`src/rtl/ice_uart_deframer.sv`:
```
// ice_uart_deframer: receive-side ICE host-link command deframer.
// Parses type / id / length / payload frames from the UART receiver,
// buffers payload bytes in a small FIFO and answers each frame with a
// three-byte ACK (00 id 00) or NAK (01 id 00) into the UART transmitter.
module ice_uart_deframer #(
    parameter int TIMEOUT_CYCLES = 2000,
    parameter int FIFO_DEPTH     = 4
) (
    input  logic       clk,
    input  logic       reset,
    input  logic [7:0] rx_data,
    input  logic       rx_latch,
    output logic [7:0] frame_type,
    output logic [7:0] frame_id,
    output logic [7:0] frame_len,
    output logic       hdr_valid,
    output logic [7:0] pl_data,
    output logic       pl_valid,
    input  logic       pl_ready,
    output logic       frame_done,
    output logic       frame_err,
    output logic [7:0] resp_data,
    output logic       resp_latch,
    input  logic       resp_empty
);

    localparam int AW    = $clog2(FIFO_DEPTH);
    localparam int PTR_W = AW + 1;
    localparam int TMO_W = $clog2(TIMEOUT_CYCLES + 1);

    typedef enum logic [2:0] {
        ST_IDLE    = 3'd0,
        ST_GET_ID  = 3'd1,
        ST_GET_LEN = 3'd2,
        ST_PAYLOAD = 3'd3,
        ST_DRAIN   = 3'd4,
        ST_RESP    = 3'd5
    } state_t;

    // Per-byte transmit handshake: wait for an idle transmitter, strobe,
    // then see it go busy and come back idle before the next byte.
    typedef enum logic [1:0] {
        RP_WAIT_EMPTY = 2'd0,
        RP_WAIT_FALL  = 2'd1,
        RP_WAIT_RISE  = 2'd2
    } rphase_t;

    state_t           state_r, state_nx_s;
    rphase_t          phase_r, phase_nx_s;
    logic [7:0]       frame_type_r, frame_id_r, frame_len_r;
    logic             hdr_valid_r, frame_done_r, frame_err_r, resp_latch_r;
    logic [7:0]       resp_data_r;
    logic [7:0]       cnt_r;
    logic             err_r;
    logic [TMO_W-1:0] tmo_r;
    logic [1:0]       idx_r;
    logic [7:0]       mem_r [FIFO_DEPTH];
    logic [PTR_W-1:0] wr_ptr_r, rd_ptr_r;

    logic cap_type_s, cap_id_s, cap_len_s, load_cnt_s, push_s, set_err_s;
    logic tmo_inc_s, flush_s, done_s, err_p_s, send_s, idx_inc_s, resp_end_s;
    logic pop_s, full_s, tmo_last_s;
    logic [7:0] resp_byte_s;

    assign pl_valid   = (wr_ptr_r != rd_ptr_r);
    assign pl_data    = mem_r[rd_ptr_r[AW-1:0]];
    assign pop_s      = pl_valid & pl_ready;
    assign full_s     = ((wr_ptr_r - rd_ptr_r) == PTR_W'(FIFO_DEPTH));
    assign tmo_last_s = (tmo_r == TMO_W'(TIMEOUT_CYCLES - 1));

    assign frame_type = frame_type_r;
    assign frame_id   = frame_id_r;
    assign frame_len  = frame_len_r;
    assign hdr_valid  = hdr_valid_r;
    assign frame_done = frame_done_r;
    assign frame_err  = frame_err_r;
    assign resp_data  = resp_data_r;
    assign resp_latch = resp_latch_r;

    // Select the response byte for the current position in the reply.
    always_comb begin
        resp_byte_s = 8'h00;
        case (idx_r)
            2'd0:    resp_byte_s = err_r ? 8'h01 : 8'h00;
            2'd1:    resp_byte_s = frame_id_r;
            default: resp_byte_s = 8'h00;
        endcase
    end

    // Next-state and control decode for the frame FSM.
    always_comb begin
        state_nx_s = state_r;
        phase_nx_s = phase_r;
        cap_type_s = 1'b0;
        cap_id_s   = 1'b0;
        cap_len_s  = 1'b0;
        load_cnt_s = 1'b0;
        push_s     = 1'b0;
        set_err_s  = 1'b0;
        tmo_inc_s  = 1'b0;
        flush_s    = 1'b0;
        done_s     = 1'b0;
        err_p_s    = 1'b0;
        send_s     = 1'b0;
        idx_inc_s  = 1'b0;
        resp_end_s = 1'b0;
        case (state_r)
            ST_IDLE: begin
                if (rx_latch) begin
                    cap_type_s = 1'b1;
                    state_nx_s = ST_GET_ID;
                end else begin
                    state_nx_s = ST_IDLE;
                end
            end
            ST_GET_ID: begin
                if (rx_latch) begin
                    cap_id_s   = 1'b1;
                    state_nx_s = ST_GET_LEN;
                end else if (tmo_last_s) begin
                    set_err_s  = 1'b1;
                    state_nx_s = ST_DRAIN;
                end else begin
                    tmo_inc_s  = 1'b1;
                end
            end
            ST_GET_LEN: begin
                if (rx_latch) begin
                    cap_len_s = 1'b1;
                    if (rx_data == 8'h00) begin
                        state_nx_s = ST_DRAIN;
                    end else begin
                        load_cnt_s = 1'b1;
                        state_nx_s = ST_PAYLOAD;
                    end
                end else if (tmo_last_s) begin
                    set_err_s  = 1'b1;
                    state_nx_s = ST_DRAIN;
                end else begin
                    tmo_inc_s  = 1'b1;
                end
            end
            ST_PAYLOAD: begin
                if (rx_latch) begin
                    if (full_s && !pop_s) begin
                        set_err_s  = 1'b1;
                        state_nx_s = ST_DRAIN;
                    end else begin
                        push_s = 1'b1;
                        if (cnt_r == 8'd1) begin
                            state_nx_s = ST_DRAIN;
                        end else begin
                            state_nx_s = ST_PAYLOAD;
                        end
                    end
                end else if (tmo_last_s) begin
                    set_err_s  = 1'b1;
                    state_nx_s = ST_DRAIN;
                end else begin
                    tmo_inc_s  = 1'b1;
                end
            end
            ST_DRAIN: begin
                phase_nx_s = RP_WAIT_EMPTY;
                if (err_r) begin
                    flush_s    = 1'b1;
                    err_p_s    = 1'b1;
                    state_nx_s = ST_RESP;
                end else if (!pl_valid) begin
                    done_s     = 1'b1;
                    state_nx_s = ST_RESP;
                end else begin
                    state_nx_s = ST_DRAIN;
                end
            end
            ST_RESP: begin
                case (phase_r)
                    RP_WAIT_EMPTY: begin
                        if (resp_empty) begin
                            send_s     = 1'b1;
                            phase_nx_s = RP_WAIT_FALL;
                        end else begin
                            phase_nx_s = RP_WAIT_EMPTY;
                        end
                    end
                    RP_WAIT_FALL: begin
                        if (!resp_empty) begin
                            phase_nx_s = RP_WAIT_RISE;
                        end else begin
                            phase_nx_s = RP_WAIT_FALL;
                        end
                    end
                    RP_WAIT_RISE: begin
                        if (resp_empty) begin
                            phase_nx_s = RP_WAIT_EMPTY;
                            if (idx_r == 2'd2) begin
                                resp_end_s = 1'b1;
                                state_nx_s = ST_IDLE;
                            end else begin
                                idx_inc_s = 1'b1;
                            end
                        end else begin
                            phase_nx_s = RP_WAIT_RISE;
                        end
                    end
                    default: phase_nx_s = RP_WAIT_EMPTY;
                endcase
            end
            default: state_nx_s = ST_IDLE;
        endcase
    end

    // FSM state and response-phase registers.
    always_ff @(posedge clk or negedge reset) begin
        if (!reset) begin
            state_r <= ST_IDLE;
            phase_r <= RP_WAIT_EMPTY;
        end else begin
            state_r <= state_nx_s;
            phase_r <= phase_nx_s;
        end
    end

    // Header capture, byte counter, timeout counter and error flag.
    always_ff @(posedge clk or negedge reset) begin
        if (!reset) begin
            frame_type_r <= 8'h00;
            frame_id_r   <= 8'h00;
            frame_len_r  <= 8'h00;
            cnt_r        <= 8'h00;
            tmo_r        <= '0;
            err_r        <= 1'b0;
        end else begin
            if (cap_type_s) frame_type_r <= rx_data;
            if (cap_id_s)   frame_id_r   <= rx_data;
            if (cap_len_s)  frame_len_r  <= rx_data;
            if (load_cnt_s) begin
                cnt_r <= rx_data;
            end else if (push_s) begin
                cnt_r <= cnt_r - 8'd1;
            end
            // Any strobe or non-counting state leaves the counter at zero.
            tmo_r <= tmo_inc_s ? (tmo_r + TMO_W'(1)) : '0;
            if (set_err_s) begin
                err_r <= 1'b1;
            end else if (resp_end_s) begin
                err_r <= 1'b0;
            end
        end
    end

    // Payload FIFO storage and pointers; an error flush drops all contents.
    always_ff @(posedge clk or negedge reset) begin
        if (!reset) begin
            wr_ptr_r <= '0;
            rd_ptr_r <= '0;
            for (int i = 0; i < FIFO_DEPTH; i++) mem_r[i] <= 8'h00;
        end else begin
            if (push_s) begin
                mem_r[wr_ptr_r[AW-1:0]] <= rx_data;
                wr_ptr_r <= wr_ptr_r + PTR_W'(1);
            end
            if (flush_s) begin
                rd_ptr_r <= wr_ptr_r;
            end else if (pop_s) begin
                rd_ptr_r <= rd_ptr_r + PTR_W'(1);
            end
        end
    end

    // Registered pulse outputs and response byte sequencing.
    always_ff @(posedge clk or negedge reset) begin
        if (!reset) begin
            hdr_valid_r  <= 1'b0;
            frame_done_r <= 1'b0;
            frame_err_r  <= 1'b0;
            resp_latch_r <= 1'b0;
            resp_data_r  <= 8'h00;
            idx_r        <= 2'd0;
        end else begin
            hdr_valid_r  <= cap_len_s;
            frame_done_r <= done_s;
            frame_err_r  <= err_p_s;
            resp_latch_r <= send_s;
            if (send_s) resp_data_r <= resp_byte_s;
            if (state_r != ST_RESP || resp_end_s) begin
                idx_r <= 2'd0;
            end else if (idx_inc_s) begin
                idx_r <= idx_r + 2'd1;
            end
        end
    end

endmodule

```
`config.mk`:
```
export PLATFORM = sky130hd
export DESIGN_NAME = ice_uart_deframer
export DESIGN_NICKNAME = d
export VERILOG_FILES = /design/src/rtl/ice_uart_deframer.sv
export SDC_FILE = /design/constraint.sdc
export NUM_CORES = 1
export LEC_CHECK = 0
export CORE_UTILIZATION = 55
export DETAILED_ROUTE_END_ITERATION = 7
export GPL_TIMING_DRIVEN = 0
export PLACE_DENSITY = 0.79
export SETUP_SLACK_MARGIN = 0.5
export SYNTH_ARGS = -nofsm -noshare
export SYNTH_HDL_FRONTEND = slang
export SYNTH_SLANG_ARGS = --single-unit
```
`constraint.sdc`:
```
create_clock -name clk -period 2.5 [get_ports clk]
set_input_delay 0.25 -clock clk [delete_from_list [all_inputs] [get_ports clk]]
set_output_delay 0.25 -clock clk [all_outputs]
set_load 0.005 [all_outputs]
```
==> reports/metrics.csv <==
metric;value;unit
drt_iter0_drc;115;
p_comb_share;46.5;%
cellPowerDensity;1150;nW/um^2
num_rows;33;
synthesis.nets;424;
grt_pass1_vias;3257;
start_kind;flop;
path_common_cell;buf_4;
synth_sequential_area_ratio;53.9;%
routed_via_density;5.62;
synth_area_leaders;dfrtp_1 (54%), mux2_2 (12%), nand2_1 (4.5%);
cts_made_buffers;9;
setup_tns;0;ns
dp_cells;559;
syn2layout_area_growth;29.3;%
skew;0.0125;ns
clock-sinks;101;
cts.clk_slew.worst_paths;0.10;ns
post-route-cell-area;6060;sq um
setup_viol;0;
p_total;6.96;mW
crit_buf_inv;4;
vias;3390;
grt_max_degree;64;
cts_tree;yes;
rsz0062_at_grt;true;
final_max_slew_viol_count;0;
worstMarginPinSlew;0.654;ns
ios;58;
synthCells;398;
max-clock-path-buffers;2;
drtPass1Iterations;4;
crit_required;2.25;ns
grt_overflow;0;
antenna_found_initial;0;
ant_nets;0;
numPortBuffers;55;
start_util;57.1;%
synth_seq_cells;101;
seqPwrFrac;39.0;%
crit_chain;buf_4, clkbuf_8, buf_4, mux4_2, buf_2;
yosys_warnings;0;
drive_gt1_share;29.1;%
die_h;94.3;microns
gr-usage-all-layers;24.1;%
die-width;94.3;microns
drc;0;
synth_commonest_cells;dfrtp_1 (101), nand2_1 (56), mux2_2 (48), nor2_1 (21), o21ai_0 (18);
yosysMostFrequentCell;dfrtp_1;
grt_pass1_wl;16000;microns
postRouteWirelength;10500;microns
cts_root_buf;clkbuf_8;
final_nets;519;
switchingPower;2.43;mW
fp.dieArea;8900;sq um
syn_area;4690;sq um
diodes;0;
ys_types;47;
arrival;1.78;ns
synth_top_area_share;53.9;%
end_kind;output pin;
ys.flop_type;dfrtp_1;
worstSetupPathType;reg -> out;
critical_path.max_fanout;3;
drv_cap;0;
hold_violations;0;
status;finished clean;
maxSlewHeadroom;56.2;%
fin_crit;2.03;ns
h-tree-depth;3;
finalCritPeriodShare;81.3;%
syn_avg_cell_area;11.8;sq um
gp_congestion;0.905;
core;8220;sq um
synth_edf_count;0;
cpMaxStageDelayCell;mux4_2;
ir_worst_vdd;0.631;mV
cell_internal_pwr;4.53;mW
worst_path_largest_cell_delay;0.49;ns
clock_latency;0.37;ns
leakagePower;2.68;nW
critPathTopFamily;buffers and inverters;
synthArstFlopShare;100;%
instances_no_fill;603;
clock.fmax;492;MHz
wl_per_cell;17.4;microns
yosys.area.top_type;dfrtp_1;
hpwlAfterDp;6550;microns
clock_power_share;14.5;%
swShare;35.0;%
dpl_cell_area;5470;sq um
min-delay-path-class;in -> reg;
final cells by class:
| class | instances | area, sq um |
|---|---|---|
| inverter | 13 | 55.1 |
| fill | 541 | 2150 |
| tap | 105 | 131 |
| clock inverter | 6 | 50.0 |
| multi-input combinational | 272 | 2300 |
| timing repair buffer | 83 | 771 |
| clock buffer | 10 | 138 |
| sequential | 101 | 2530 |
| buffer | 13 | 87.6 |
routing by layer:
| layer | GRT usage (%) | wire length [microns] | vias to the layer above |
|---|---|---|---|
| li1 | - | - | 1601 |
| met4 | 11.0 | 259 | 0 |
| met1 | 32.4 | 4760 | 1690 |
| met3 | 3.24 | 372 | 24 |
| met5 | 0 | 0 | - |
| met2 | 38.9 | 5070 | 75 |
sequential cells by signal, summed over array words and instances (netlist names):
| name | cells |
|---|---|
| mem_r | 32 |
| wr_ptr_r | 3 |
| hdr_valid | 1 |
| resp_latch | 1 |
| tmo_r | 11 |
| phase_r | 2 |
| frame_id | 8 |
| cnt_r | 8 |
| err_r | 1 |
| frame_type | 8 |
| frame_done | 1 |
| state_r | 3 |
| frame_len | 8 |
| idx_r | 2 |
| resp_data | 8 |
| frame_err | 1 |
| rd_ptr_r | 3 |
kinds of logic (layout without fill, tap and decap cells):
kind of cell               Yosys count  after routing  synth area share [%]
buffers and inverters               26            125                  2.24
muxes                               57             57                  15.6
AOI/OAI and AO/OA                   42             42                  5.47
adders and majority gates           13             13                  3.47
and+or+nand+nor                    142            143                  16.0
DFF                                101            101                  53.9
xor gates and xnor gates            17             17                  3.34
power groups by stage:
stage | clock [mW] | combinational, mW | sequential, mW
after global placement | 0 | 2.68 | 2.69
after CTS | 1.02 | 3.02 | 2.69
after floorplan | 0 | 1.65 | 2.64
after detailed placement | 0 | 2.76 | 2.72
after global routing | 1.08 | 3.53 | 2.79
final | 1.01 | 3.24 | 2.71
worst reg2reg max path, delay by kind of cell (launching register included):
family,cells,cell delay (ns)
mux,1,0.35
simple gates,4,0.67
fa+ha+maj,1,0.15
buf+inv,2,0.33
flops,1,0.42
path summary, 6_finish.rpt:
check,from,end,slack (ns),cells after the start
worst max-delay path,rd_ptr_r[0],pl_data[5],0.47,5
worst min-delay path,rx_latch,tmo_r[2],0.18,2
worst max register to register,rd_ptr_r[0],mem_r[15],0.49,8
max in group asynchronous,reset,mem_r[16],1.44,3
worst min register to register,tmo_r[0],tmo_r[0],0.48,1
min in group asynchronous,reset,tmo_r[8],0.39,2
repair_timing:
item | in CTS | in global routing
hold endpoints to repair | 38 | 0
resized for setup | 48 | 28
endpoints found under the setup margin | 73 | 73
cloned | 2 | 0
pin swaps | 4 | 2
buffers inserted | 17 | 8
hold buffers | 1 | 0
cell usage in the layout, fill, tap and decap left out, types with 7 or more instances in the layout:
cell type / n
buf_4: 26
mux2_4: 14
dfrtp_1: 101
nor2_1: 20
clkbuf_8: 13
inv_1: 9
xnor2_1: 9
buf_2: 10
clkdlybuf4s50_1: 45
mux2_2: 34
xor2_1: 7
nand2_1: 54
ha_1: 11
o21ai_0: 17
nand3_1: 9
mux4_2: 8
stage by stage:
stage	utilization [%]	hold WS, ns	setup WS [ns]
after floorplan	-	-0.0456	0.487
after global placement	66.3	0.445	-2.46
after detailed placement	66.6	0.256	0.117
after CTS	71.8	0.175	0.479
after global routing	73.8	0.207	0.434
final	73.8	0.183	0.467
(Power assumes the default switching activity.)
